[src/rtl/serial_adder_ctrl_pkg.sv]
// Shared definitions for the bit-serial adder controller: FSM state encoding
// and the default operand width.
package serial_adder_ctrl_pkg;

    localparam int WIDTH_DEFAULT = 8;

    typedef enum logic [1:0] {
        ST_IDLE = 2'b00,
        ST_RUN  = 2'b01,
        ST_DONE = 2'b10
    } state_e;

    function automatic logic state_is_busy(input state_e s);
        return (s == ST_RUN) || (s == ST_DONE);
    endfunction

endpackage

[src/rtl/serial_adder_ctrl_fa_bit.sv]
// Gate-level single-bit full adder; the only arithmetic in the serial adder.
module fa_bit (
    input  logic a,
    input  logic b,
    input  logic cin,
    output logic s,
    output logic cout
);

    logic w1;
    logic w2;
    logic w3;

    xor g_x1 (w1, a, b);
    xor g_x2 (s, w1, cin);
    and g_a1 (w2, a, b);
    and g_a2 (w3, w1, cin);
    or  g_o1 (cout, w2, w3);

endmodule

[src/rtl/serial_adder_ctrl.sv]
// Bit-serial adder controller: feeds one full-adder cell LSB first over WIDTH
// cycles and presents {cout,sum} with a one-cycle done pulse.
module serial_adder_ctrl
    import serial_adder_ctrl_pkg::*;
#(
    parameter  int WIDTH = WIDTH_DEFAULT,
    localparam int CW    = $clog2(WIDTH)
) (
    input  logic             clk,
    input  logic             rst,
    input  logic             start,
    input  logic [WIDTH-1:0] a,
    input  logic [WIDTH-1:0] b,
    input  logic             cin,
    output logic             busy,
    output logic             done,
    output logic [WIDTH-1:0] sum,
    output logic             cout,
    output state_e           dbg_state
);

    // Handshake: start is sampled only while idle (busy=0); a/b/cin are captured
    // on that same edge. Requests while busy are dropped. done is a one-cycle
    // pulse and sum/cout stay valid from that pulse until the next result.

    state_e           state_q;
    state_e           state_d;

    logic [WIDTH-1:0] a_q;
    logic [WIDTH-1:0] a_d;
    logic [WIDTH-1:0] b_q;
    logic [WIDTH-1:0] b_d;
    logic             carry_q;
    logic             carry_d;
    logic [WIDTH-1:0] work_q;
    logic [WIDTH-1:0] work_d;
    logic [CW-1:0]    cnt_q;
    logic [CW-1:0]    cnt_d;
    logic [WIDTH-1:0] sum_q;
    logic [WIDTH-1:0] sum_d;
    logic             cout_q;
    logic             cout_d;

    logic             fa_s;
    logic             fa_c;
    logic             last_bit;
    logic [WIDTH-1:0] work_shift;

    fa_bit u_fa (
        .a    (a_q[0]),
        .b    (b_q[0]),
        .cin  (carry_q),
        .s    (fa_s),
        .cout (fa_c)
    );

    assign last_bit   = (cnt_q == CW'(WIDTH - 1));
    // New sum bit enters at the MSB so that after WIDTH shifts bit 0 sits at the LSB.
    assign work_shift = WIDTH'({fa_s, work_q} >> 1);

    // State register
    always_ff @(posedge clk or posedge rst) begin
        if (rst) begin
            state_q <= ST_IDLE;
        end else begin
            state_q <= state_d;
        end
    end

    // Next-state logic
    always_comb begin
        state_d = state_q;
        case (state_q)
            ST_IDLE: if (start) state_d = ST_RUN;
            ST_RUN:  if (last_bit) state_d = ST_DONE;
            ST_DONE: state_d = ST_IDLE;
            default: state_d = ST_IDLE;
        endcase
    end

    // Output logic
    always_comb begin
        busy      = state_is_busy(state_q);
        done      = (state_q == ST_DONE);
        dbg_state = state_q;
    end

    // Datapath next-state: operand shifting, carry, bit counter and result capture
    always_comb begin
        a_d     = a_q;
        b_d     = b_q;
        carry_d = carry_q;
        work_d  = work_q;
        cnt_d   = cnt_q;
        sum_d   = sum_q;
        cout_d  = cout_q;
        case (state_q)
            ST_IDLE: begin
                if (start) begin
                    a_d     = a;
                    b_d     = b;
                    carry_d = cin;
                    work_d  = '0;
                    cnt_d   = '0;
                end
            end
            ST_RUN: begin
                a_d     = a_q >> 1;
                b_d     = b_q >> 1;
                carry_d = fa_c;
                work_d  = work_shift;
                cnt_d   = last_bit ? '0 : cnt_q + CW'(1);
                if (last_bit) begin
                    sum_d  = work_shift;
                    cout_d = fa_c;
                end
            end
            default: ;
        endcase
    end

    always_ff @(posedge clk or posedge rst) begin
        if (rst) begin
            a_q     <= '0;
            b_q     <= '0;
            carry_q <= 1'b0;
            work_q  <= '0;
            cnt_q   <= '0;
            sum_q   <= '0;
            cout_q  <= 1'b0;
        end else begin
            a_q     <= a_d;
            b_q     <= b_d;
            carry_q <= carry_d;
            work_q  <= work_d;
            cnt_q   <= cnt_d;
            sum_q   <= sum_d;
            cout_q  <= cout_d;
        end
    end

    assign sum  = sum_q;
    assign cout = cout_q;

endmodule

[config.mk]
export PLATFORM = sky130hd
export DESIGN_NAME = serial_adder_ctrl
export DESIGN_NICKNAME = d
export VERILOG_FILES = /design/src/rtl/serial_adder_ctrl_pkg.sv /design/src/rtl/serial_adder_ctrl_fa_bit.sv /design/src/rtl/serial_adder_ctrl.sv
export SDC_FILE = /design/constraint.sdc
export NUM_CORES = 1
export LEC_CHECK = 0
export ABC_CLOCK_PERIOD_IN_PS = 1720
export CAP_MARGIN = 20
export CORE_ASPECT_RATIO = 0.8
export CORE_MARGIN = 8
export CORE_UTILIZATION = 50
export CTS_CLUSTER_SIZE = 10
export DETAILED_ROUTE_END_ITERATION = 10
export PLACE_DENSITY = 0.77
export SYNTH_ARGS = -nofsm -noshare
export SYNTH_HDL_FRONTEND = slang
export SYNTH_HIERARCHICAL = 1
export SYNTH_SLANG_ARGS = --single-unit
[constraint.sdc]
create_clock -name clk -period 1.72 [get_ports clk]
set_input_delay 0.258 -clock clk [delete_from_list [all_inputs] [get_ports clk]]
set_output_delay 0.258 -clock clk [all_outputs]
set_load 0.005 [all_outputs]
[After elaboration in Yosys (flattened, before gate mapping)]
Index checks and enable logic that the tools add are counted.
Operators by class
  $mul: 0
  $lt $le $gt $ge: 0
  bitwise logic cells: 5
  multiplexer cells: 14
  shift-type cells: 0
  divide/modulo/power cells: 0
  add/subtract/negate cells: 1
  equal/unequal tests: 5
  reduce and logical (&&, ||, !) cells: 6
Operators with widths (count)
  one-hot mux 8 bit (2 select lines): 3
  two-way mux 8 bit: 3
  two-way mux 3 bit: 2
  one-hot mux 3 bit (2 select lines): 1
  AND reduction 2 bit: 3
  two-way mux 2 bit: 2
  inequality test 2 bit, second input constant: 2
  one-hot mux 2 bit (2 select lines): 1
  adder 3 x 1 -> 3 bit, second input constant: 1
  == test 3 bit, second input constant: 1
  AND 1 bit: 2
  == test 2 x 1 -> 1 bit, second input constant: 1
  == test 2 bit, second input constant: 1
  logical NOT 2 bit: 1
  one-hot mux 1 bit (2 select lines): 1
  nonzero test 2 bit: 1
  XOR 1 bit: 2
  logical OR 1 bit: 1
  two-way mux 1 bit: 1
  OR 1 bit: 1
Storage, ports and cells
  input port bits: 20
  RAM bits: 0
  memories kept: 0
  output and inout bits: 13
  bits in latches: 0
  flip-flop bits (word level): 39
  bits in read-only memories: 0

[Longest topological paths before layout]
Gate-level depths: netlist of the first run.
  word-level depth: 4
  depth in mapped cells: 7
  gate-level depth less buffers: 5

[Modules after synthesis]
Netlist of the first run, hierarchy kept.
Modules (own cells, without submodules)
  serial_adder_ctrl: area an instance 1725.4 sq um, cells each 133, times used 1, seq. area each 950.9 sq um
  fa_bit: area an instance 20.0 sq um, cells each 1, times used 1, seq. area each 0.0 sq um

[Worst setup path before layout of the first run]
Ideal clock, no wire load.
  kind: reg2reg
  from: reg state_q[0] (netlist: dbg_state[0])
  to: reg b_q[4]
  period minus slack after synthesis: 1601 ps
  stages on the path, launching flop included: 8
  data required time: 1597 ps
  slack: 119 ps
  library setup time: 123 ps
  data arrival time: 1478 ps
  cell sequence: dfrtp_1 inv_1 ha_1 buf_4 nand2_4 buf_6 or3_1 o221a_2
On the way
  cells in the longest elaborated chain, start to end: 3
RTL lines
  from (decl): line serial_adder_ctrl.sv:26  | state_e state_q;
  from (signal assigned): line serial_adder_ctrl.sv:66  | state_q <= state_d;
  == test 2 x 1 -> 1 bit or logical NOT 2 bit (tied branches): line serial_adder_ctrl.sv:97  | case (state_q)
  nonzero test 2 bit (no line) or inequality test 2 bit (tied branches)
  AND reduction 2 bit (no line)
  to (signal assigned): line serial_adder_ctrl.sv:125  | b_q <= '0;
  to (signal assigned): line serial_adder_ctrl.sv:133  | b_q <= b_d;
  to (decl): line serial_adder_ctrl.sv:31  | logic [WIDTH-1:0] b_q;
Several ways; a longest one is shown, not always the timed one.
A chain may end at the register's enable or synchronous reset.

[Worst setup path in the final report of the first run]
  from: reg state_q[0] (netlist: dbg_state[0])
  to: reg b_q[5]
Same word-level chain as after synthesis.

==> flow_metrics.env, run 1 <==
export IMPL_status="complete, no violations"
export IMPL_via_count=1225
export IMPL_worst_pin_slew_ns=0.463
export IMPL_max_freq_ghz=0.619
export IMPL_synth_edff_count=0
export IMPL_diodes=0
export IMPL_crit_required_ns=1.90
export IMPL_hold_ws_ns=0.368
export IMPL_cpMostUsedCell="buf_4"
export IMPL_portBuffers=32
export IMPL_cts_path_max_buffers=2
export IMPL_synth_simple_gate_area_frac=0.0875
export IMPL_yosysTopAreaCellShare=0.545
export IMPL_overflow=0
export IMPL_setup_viol=0
export IMPL_clkLatencyLatePin_ns=0.29
export IMPL_syn_avg_cell_area_um2=13.0
export IMPL_final_common_cell="dfrtp_1"
export IMPL_final_util=0.659
export IMPL_fin_crit_ns=1.61
export IMPL_grt_start_max_net_pins=39
export IMPL_layout_drive_gt1_share=0.250
export IMPL_die_h_um=68.8
export IMPL_ant_nets=0
export IMPL_rsz0062_at_grt="no"
export IMPL_synth_area_mux_share=0.0703
export IMPL_synth_cell_types=31
export IMPL_htreeDepth=2
export IMPL_synth_compound_area_frac=0.188
export IMPL_critPathMaxStageDelay_ns=0.38
export IMPL_reg2reg_from="dbg_state[0]"
export IMPL_power_density_nw_per_um2=1590
export IMPL_start_kind="flop"
export IMPL_cap_violations=0
export IMPL_synth_top_family_by_area="compound AO/OA/AOI/OAI gates"
export IMPL_ys_flop_type="dfrtp_1"
export IMPL_regToRegSetupSlack_ns=0.11
export IMPL_slew_headroom=0.691
export IMPL_clkTransAtPathRegs_ns=0.08
export IMPL_synthAdderAreaFrac=0.0545
export IMPL_yosys_area_top_type="dfrtp_1"
export IMPL_setup_tns_ns=0
export IMPL_worstPathMaxFanout=12
export IMPL_ir_drop_uv=1070
export IMPL_critPathLaunch="dbg_state[0]"
export IMPL_drt_total_wl_um=3680
export IMPL_min_path_type="in -> async"
export IMPL_syn2layout_area_growth_pct=27.5
export IMPL_die_area_um2=5650
export IMPL_p_leak_nw=1.02
export IMPL_dr_pass1_iters=4
export IMPL_synth_area_leaders="dfrtp_1, mux2_2, o221a_2"
export IMPL_finalHoldViolCount=0
export IMPL_grt_pass1_wl_um=5890
export IMPL_gp_congestion=0.795
export IMPL_critPathBufInv=2
export IMPL_cts_root_buf="clkbuf_8"
export IMPL_grt_total_usage=0.139
export IMPL_finalMaxSlewViolations=0
export IMPL_fp_dieW_um=82.1
export IMPL_numCtsBuffers=5
export IMPL_cpMaxStageDelayCell="dfrtp_1"
export IMPL_antenna_found_initial=0
export IMPL_syn_cell_area_um2=1750
export IMPL_grt_pass1_vias=1210
export IMPL_period_share=0.939
export IMPL_yosys_area_share_xor_xnor=0
export IMPL_final_cell_mix="dfrtp_1, clkdlybuf4s50_1"
export IMPL_cts_tree="yes"
export IMPL_crit_family="flip-flops"
export IMPL_finalNetCount=202
export IMPL_core_um2=3380
export IMPL_clock_sinks=38
export IMPL_synthArstFlopShare=1.00
export IMPL_syn_inst=134
export IMPL_viasPerCell=5.62
export IMPL_post_route_worst_setup_slack_ns=0.105
export IMPL_start_util=0.517
export IMPL_synth_seq_cells=38
export IMPL_syn_num_nets=161
export IMPL_worst_ep_arrival_time_ns=1.80
export IMPL_critPathKind="reg -> reg"
export IMPL_drtIter0Drc=46
export IMPL_drc=0
export IMPL_clock_skew_ns=0.00225
export IMPL_ys_seq_area_frac=0.545
export IMPL_hpwlAfterDp_um=2560
export IMPL_preCtsSetupSlack_ns=0.0165
export IMPL_rows=19
export IMPL_ios=33
export IMPL_crit_chain="buf_4 > ha_1 > buf_4 > or3_1 > o221a_2"
export IMPL_wire_per_inst_um=16.9
export IMPL_endpoint_kind="flop"
export IMPL_yosysWarnings=6
[worst min-delay path: stages]
cell,delay [ns]
clkdlybuf4s50_1,0.39
inv_1,0.05
buf_4,0.40
[worst paths after layout]
kind | cells past startpoint | end
min | 3 | sum[4]
max reg2reg | 5 | b_q[5]
min reg2reg | 1 | cnt_q[0]
max | 5 | b_q[5]
max in group asynchronous | 3 | a_q[1]
min in group clk | 1 | cnt_q[0]
[layer usage]
metal,GRT usage,vias to the layer above,wire (um)
li1,-,583,-
met4,0.0524,0,51
met5,0,-,0
met1,0.163,616,1710
met2,0.227,20,1720
met3,0.0570,6,197
[state kept, by name, summed over array words and instances (netlist names)]
register	count
a_q	8
cout	1
carry_q	1
sum	8
dbg_state	2
b_q	8
work_q	7
cnt_q	3
[what timing repair did]
item	CTS	global route
setup endpoints to repair	2	14
setup buffers	2	0
resized for setup	1	2
hold buffers	0	0
[synth_stat cells (all sizes together), types with 4 or more instances]
library cell and instances:
or3 9, nand2 5, mux2 10, o22ai 4, a22o 10, inv 10, dfrtp 38, o221a 10
nor2 5, buf 7, a221oi 5, ha 6
[per-stage QoR]
stage	area, um2	cells	total power [mW]
2_1_floorplan	1750	134	2.41
5_1_grt	2230	218	3.73
3_3_place_gp	2110	208	2.81
4_1_cts	2220	218	3.54
3_5_place_dp	2110	208	2.87
6_report	2230	218	3.53
[report_power, final]
group          switching (mW)  total, mW  internal [mW]
sequential              0.192       1.37           1.18
clock                   0.325      0.647          0.322
combinational           0.739       1.51          0.771
[logic make-up after synthesis]
group,Yosys count
buf+inv,17
simple gates,25
fa+ha+maj,7
compound gates,36
flops,38
mux,11
[layout make-up]
class,instances,area [um2]
fillers,264,1150
flip-flops and latches,38,951
multi-input cells,79,701
repair buffers,41,389
clock buffers,6,82.6
well taps,42,52.6
inverters,10,37.5
clock inverters,2,12.5
Power figures use the tool's default switching activity.
==> inputs of run 2 (changes only) <==
--- a/config.mk
+++ b/config.mk
@@ -14,2 +14,3 @@
 export DETAILED_ROUTE_END_ITERATION = 10
+export GPL_TIMING_DRIVEN = 1
 export PLACE_DENSITY = 0.77
--- a/constraint.sdc
+++ b/constraint.sdc
@@ -3,2 +3,2 @@
 set_output_delay 0.258 -clock clk [all_outputs]
-set_load 0.005 [all_outputs]
+set_load 0.05 [all_outputs]
==> run 2 against run 1 <==
  * Critical path depth unchanged
  * Count of clock-buffer cells in the layout up 1
  * Register-to-register slack better by 0.04 ns
  * Routed wire length fell by 0.98%
==> flow_metrics.env, run 2 (synthesis gave the netlist of run 1 again) <==
export IMPL_max_freq_ghz=0.633
export IMPL_die_area_um2=5650
export IMPL_cts_tree="yes"
export IMPL_final_cell_mix="dfrtp_1, clkdlybuf4s50_1, buf_4"
export IMPL_syn2layout_area_growth_pct=27.0
export IMPL_gp_congestion=0.822
export IMPL_cts_root_buf="clkbuf_8"
export IMPL_finalMaxSlewViolations=0
export IMPL_grt_pass1_vias=1217
export IMPL_clock_sinks=38
export IMPL_antenna_found_initial=0
export IMPL_setup_viol=0
export IMPL_viasPerCell=5.63
export IMPL_grt_total_usage=0.143
export IMPL_wire_per_inst_um=17.0
export IMPL_worst_ep_arrival_time_ns=1.75
export IMPL_portBuffers=32
export IMPL_final_common_cell="dfrtp_1"
export IMPL_finalHoldViolCount=0
export IMPL_ant_nets=0
export IMPL_htreeDepth=2
export IMPL_die_h_um=68.8
export IMPL_rsz0062_at_grt="no"
export IMPL_setup_tns_ns=0
export IMPL_power_density_nw_per_um2=1780
export IMPL_fp_dieW_um=82.1
export IMPL_grt_pass1_wl_um=6010
export IMPL_diodes=0
export IMPL_numCtsBuffers=5
export IMPL_drt_total_wl_um=3640
export IMPL_cap_violations=0
export IMPL_hpwlAfterDp_um=2590
export IMPL_rows=19
export IMPL_fin_crit_ns=1.58
export IMPL_endpoint_kind="flop"
export IMPL_power_mw=3.94
export IMPL_drc=0
export IMPL_crit_required_ns=1.89
export IMPL_overflow=0
export IMPL_drtIter0Drc=85
export IMPL_via_count=1204
export IMPL_core_um2=3380
export IMPL_ir_drop_uv=1390
export IMPL_period_share=0.918
export IMPL_worst_pin_slew_ns=0.473
export IMPL_clkLatencyLatePin_ns=0.28
export IMPL_postCtsSetupBuffers=0
export IMPL_ios=33
export IMPL_grt_start_max_net_pins=39
export IMPL_min_path_type="in -> async"
export IMPL_start_util=0.517
export IMPL_cts_path_max_buffers=2
export IMPL_clkTransAtPathRegs_ns=0.07
export IMPL_finalNetCount=198
export IMPL_worstPathMaxFanout=3
export IMPL_critPathKind="reg -> reg"
export IMPL_clock_skew_ns=0.00334
export IMPL_start_kind="flop"
export IMPL_status="complete, no violations"
export IMPL_p_leak_nw=1.03
export IMPL_slew_headroom=0.685
export IMPL_dr_pass1_iters=4
export IMPL_layout_drive_gt1_share=0.314
[run 2: worst paths after layout]
kind | depth (start not counted) | start | slack [ns] | to
setup / recovery | 5 | cnt_q[0] | 0.14 | dbg_state[1]
hold / removal | 3 | rst | 0.39 | sum[0]
setup reg to reg | 5 | cnt_q[0] | 0.14 | dbg_state[1]
hold reg to reg | 1 | sum[2] | 0.51 | sum[2]
max in group asynchronous | 3 | rst | 0.98 | dbg_state[0]
min in group clk | 1 | sum[2] | 0.51 | sum[2]
[run 2: what timing repair did]
item | in CTS | in global routing
setup endpoints to repair | 0 | 13
hold buffers | 0 | 0
gates resized for setup | 0 | 1
[run 2: layout make-up]
type / instances / area (um2)
Fill cell: 265 / 1160
Sequential cell: 38 / 953
Multi-Input combinational cell: 79 / 716
Timing Repair Buffer: 37 / 350
Clock buffer: 7 / 76.3
Tap cell: 42 / 52.6
Inverter: 10 / 37.5
Clock inverter: 1 / 30.0
[run 2: metal layers]
layer	GRT usage	part of all wire
met1	0.186	0.45
met2	0.208	0.48
met3	0.0505	0.066
met4	0.0699	0.0071
met5	0	0
[run 2: stage by stage]
stage	utilization	setup slack (ns)	hold slack, ns	cells	cell area, um2
6_report	0.656	0.141	0.387	214	2220
5_1_grt	0.656	0.0546	0.443	214	2220
4_1_cts	0.653	0.0534	0.395	214	2210
3_5_place_dp	0.622	0.0106	0.489	206	2100
3_3_place_gp	0.622	0.0746	0.488	206	2100
2_1_floorplan	-	0.0000306	0.391	134	1760
[run 2: where the power goes]
part	internal [mW]	leakage (nW)	total (mW)	switching, mW
combinational	0.837	0.512	1.83	0.990
clock	0.433	0.0524	0.719	0.286
sequential	1.19	0.467	1.39	0.207
[run 2: critical path, cell delays in order, from the launching register on]
cell and delay (ns):
dfrtp_1 0.41, ha_1 0.21, ha_1 0.23, nand2b_1 0.20, nand2_1 0.10, mux2_2 0.32
==> inputs of run 3 (changes only) <==
PLACE_DENSITY = 0.73   (was 0.77)
==> run 3 against run 2 <==
  * Non-clock buffer count grew 1
  * Final cell count increased by 0.47%
  * Routed wire length rose by 1.7%
  * Register-to-register slack about the same
  * Clock skew rose by 0.0046 ns
  * Design area fell by 0.17%
  * Sequential power is essentially flat
  * Sequential cell count did not move
  * Global-route usage is 0.25 points higher
  * Critical path type unchanged
  * Critical endpoint is now a_q[6]
  * Largest power group unchanged
==> flow_metrics.env, run 3 (synthesis gave the netlist of run 1 again) <==
export IMPL_post_route_worst_setup_slack_ns=0.146
export IMPL_gp_congestion=0.741
export IMPL_met2_usage=0.225
export IMPL_drtIter0Drc=111
export IMPL_fin_crit_ns=1.57
export IMPL_p_leak_nw=1.03
export IMPL_grt_pass1_vias=1290
export IMPL_final_util=0.655
export IMPL_crit_chain="inv_1 > ha_4 > nand2b_4 > and2_4 > a221oi_1"
export IMPL_rows=19
export IMPL_cap_violations=0
export IMPL_cts_root_buf="clkbuf_8"
export IMPL_cts_tree="yes"
export IMPL_ios=33
export IMPL_antenna_found_initial=0
export IMPL_cpMaxStageDelayCell="dfrtp_2"
export IMPL_max_freq_ghz=0.635
export IMPL_clock_sinks=38
export IMPL_ir_drop_uv=1210
export IMPL_ant_nets=0
export IMPL_fp_dieW_um=82.1
export IMPL_wire_per_inst_um=17.2
export IMPL_drt_total_wl_um=3710
export IMPL_setup_tns_ns=0
export IMPL_grt_pass1_wl_um=6270
export IMPL_endpoint_kind="flop"
export IMPL_hpwlAfterDp_um=2680
export IMPL_postCtsSetupBuffers=0
export IMPL_syn2layout_area_growth_pct=26.7
export IMPL_preCtsSetupSlack_ns=0.0554
export IMPL_overflow=0
export IMPL_core_um2=3380
export IMPL_critPathKind="reg -> reg"
export IMPL_worstPathMaxFanout=14
export IMPL_diodes=0
export IMPL_dr_pass1_iters=4
export IMPL_clock_skew_ns=0.00791
export IMPL_status="complete, no violations"
export IMPL_drc=0
export IMPL_die_area_um2=5650
export IMPL_use_met3=0.0466
export IMPL_grt_start_max_net_pins=39
export IMPL_cts_path_max_buffers=2
export IMPL_numCtsBuffers=5
export IMPL_setup_viol=0
export IMPL_htreeDepth=2
export IMPL_regToRegSetupSlack_ns=0.15
export IMPL_finalNetCount=199
export IMPL_hold_ws_ns=0.397
export IMPL_viasPerCell=5.59
export IMPL_clkTransAtPathRegs_ns=0.08
export IMPL_slew_headroom=0.685
export IMPL_finalMaxSlewViolations=0
export IMPL_fill_cells=281
export IMPL_via_count=1201
export IMPL_clkLatencyLatePin_ns=0.28
export IMPL_final_common_cell="dfrtp_1"
export IMPL_power_density_nw_per_um2=1740
export IMPL_critPathMaxStageDelay_ns=0.44
export IMPL_final_cell_mix="dfrtp_1, clkdlybuf4s50_1, buf_4"
export IMPL_grt_total_usage=0.146
export IMPL_portBuffers=32
export IMPL_min_path_type="in -> async"
export IMPL_busiest_layer="met2"
export IMPL_layout_drive_gt1_share=0.329
export IMPL_worst_pin_slew_ns=0.473
export IMPL_grtUsageMet1=0.191
export IMPL_stdcell_count=215
export IMPL_finalHoldViolCount=0
export IMPL_period_share=0.915
export IMPL_rsz0062_at_grt="no"
export IMPL_crit_required_ns=1.90
export IMPL_worst_ep_arrival_time_ns=1.75
export IMPL_start_util=0.517
export IMPL_post_place_cells=207
export IMPL_die_h_um=68.8
export IMPL_start_kind="flop"
## run 3: layer usage
| layer | share of wire | vias up |
|---|---|---|
| met5 | 0 | - |
| met4 | 0.0089 | 0 |
| met3 | 0.055 | 5 |
| met2 | 0.47 | 30 |
| met1 | 0.47 | 592 |
| li1 | - | 574 |
## run 3: where the power goes
group	leakage, nW	internal [mW]	switching (mW)
logic	0.517	0.853	0.981
clock network	0.0472	0.322	0.310
registers	0.467	1.19	0.208
## run 3: through the flow
stage	cell area (um2)	power, mW
2_1_floorplan	1760	2.69
3_3_place_gp	2110	3.13
3_5_place_dp	2110	3.20
4_1_cts	2200	3.84
5_1_grt	2210	4.12
6_report	2210	3.86
## run 3: path summary, 6_finish.rpt
check                             start           end  cells after the start
min in group clk              work_q[1]     work_q[1]                      1
max                        dbg_state[0]        a_q[6]                      5
max in group asynchronous           rst  dbg_state[1]                      3
min reg2reg                   work_q[1]     work_q[1]                      1
max reg2reg                dbg_state[0]        a_q[6]                      5
min                                 rst        sum[7]                      3
## run 3: critical path, delay by kind of cell (launching register included)
| kind | cells | cell delay (ns) |
|---|---|---|
| AOI/OAI and AO/OA | 1 | 0.33 |
| adders and majority gates | 1 | 0.25 |
| buffers and inverters | 1 | 0.13 |
| DFF | 1 | 0.44 |
| and+or+nand+nor | 2 | 0.31 |
## run 3: area by class of cell
class	count	area, um2	area share
tap	42	52.6	0.0238
sequential	38	953	0.431
timing repair buffer	38	358	0.162
clock buffer	6	82.6	0.0373
clock inverter	2	12.5	0.00566
multi-input combinational	79	716	0.324
inverter	10	37.5	0.0170
## run 3: what timing repair did
| item | 4_1_cts | 5_1_grt |
|---|---|---|
| hold buffers | 0 | 0 |
| endpoints found under the setup margin | 0 | 14 |
| gates resized for setup | 0 | 1 |
| hold endpoints to repair | 0 | 0 |
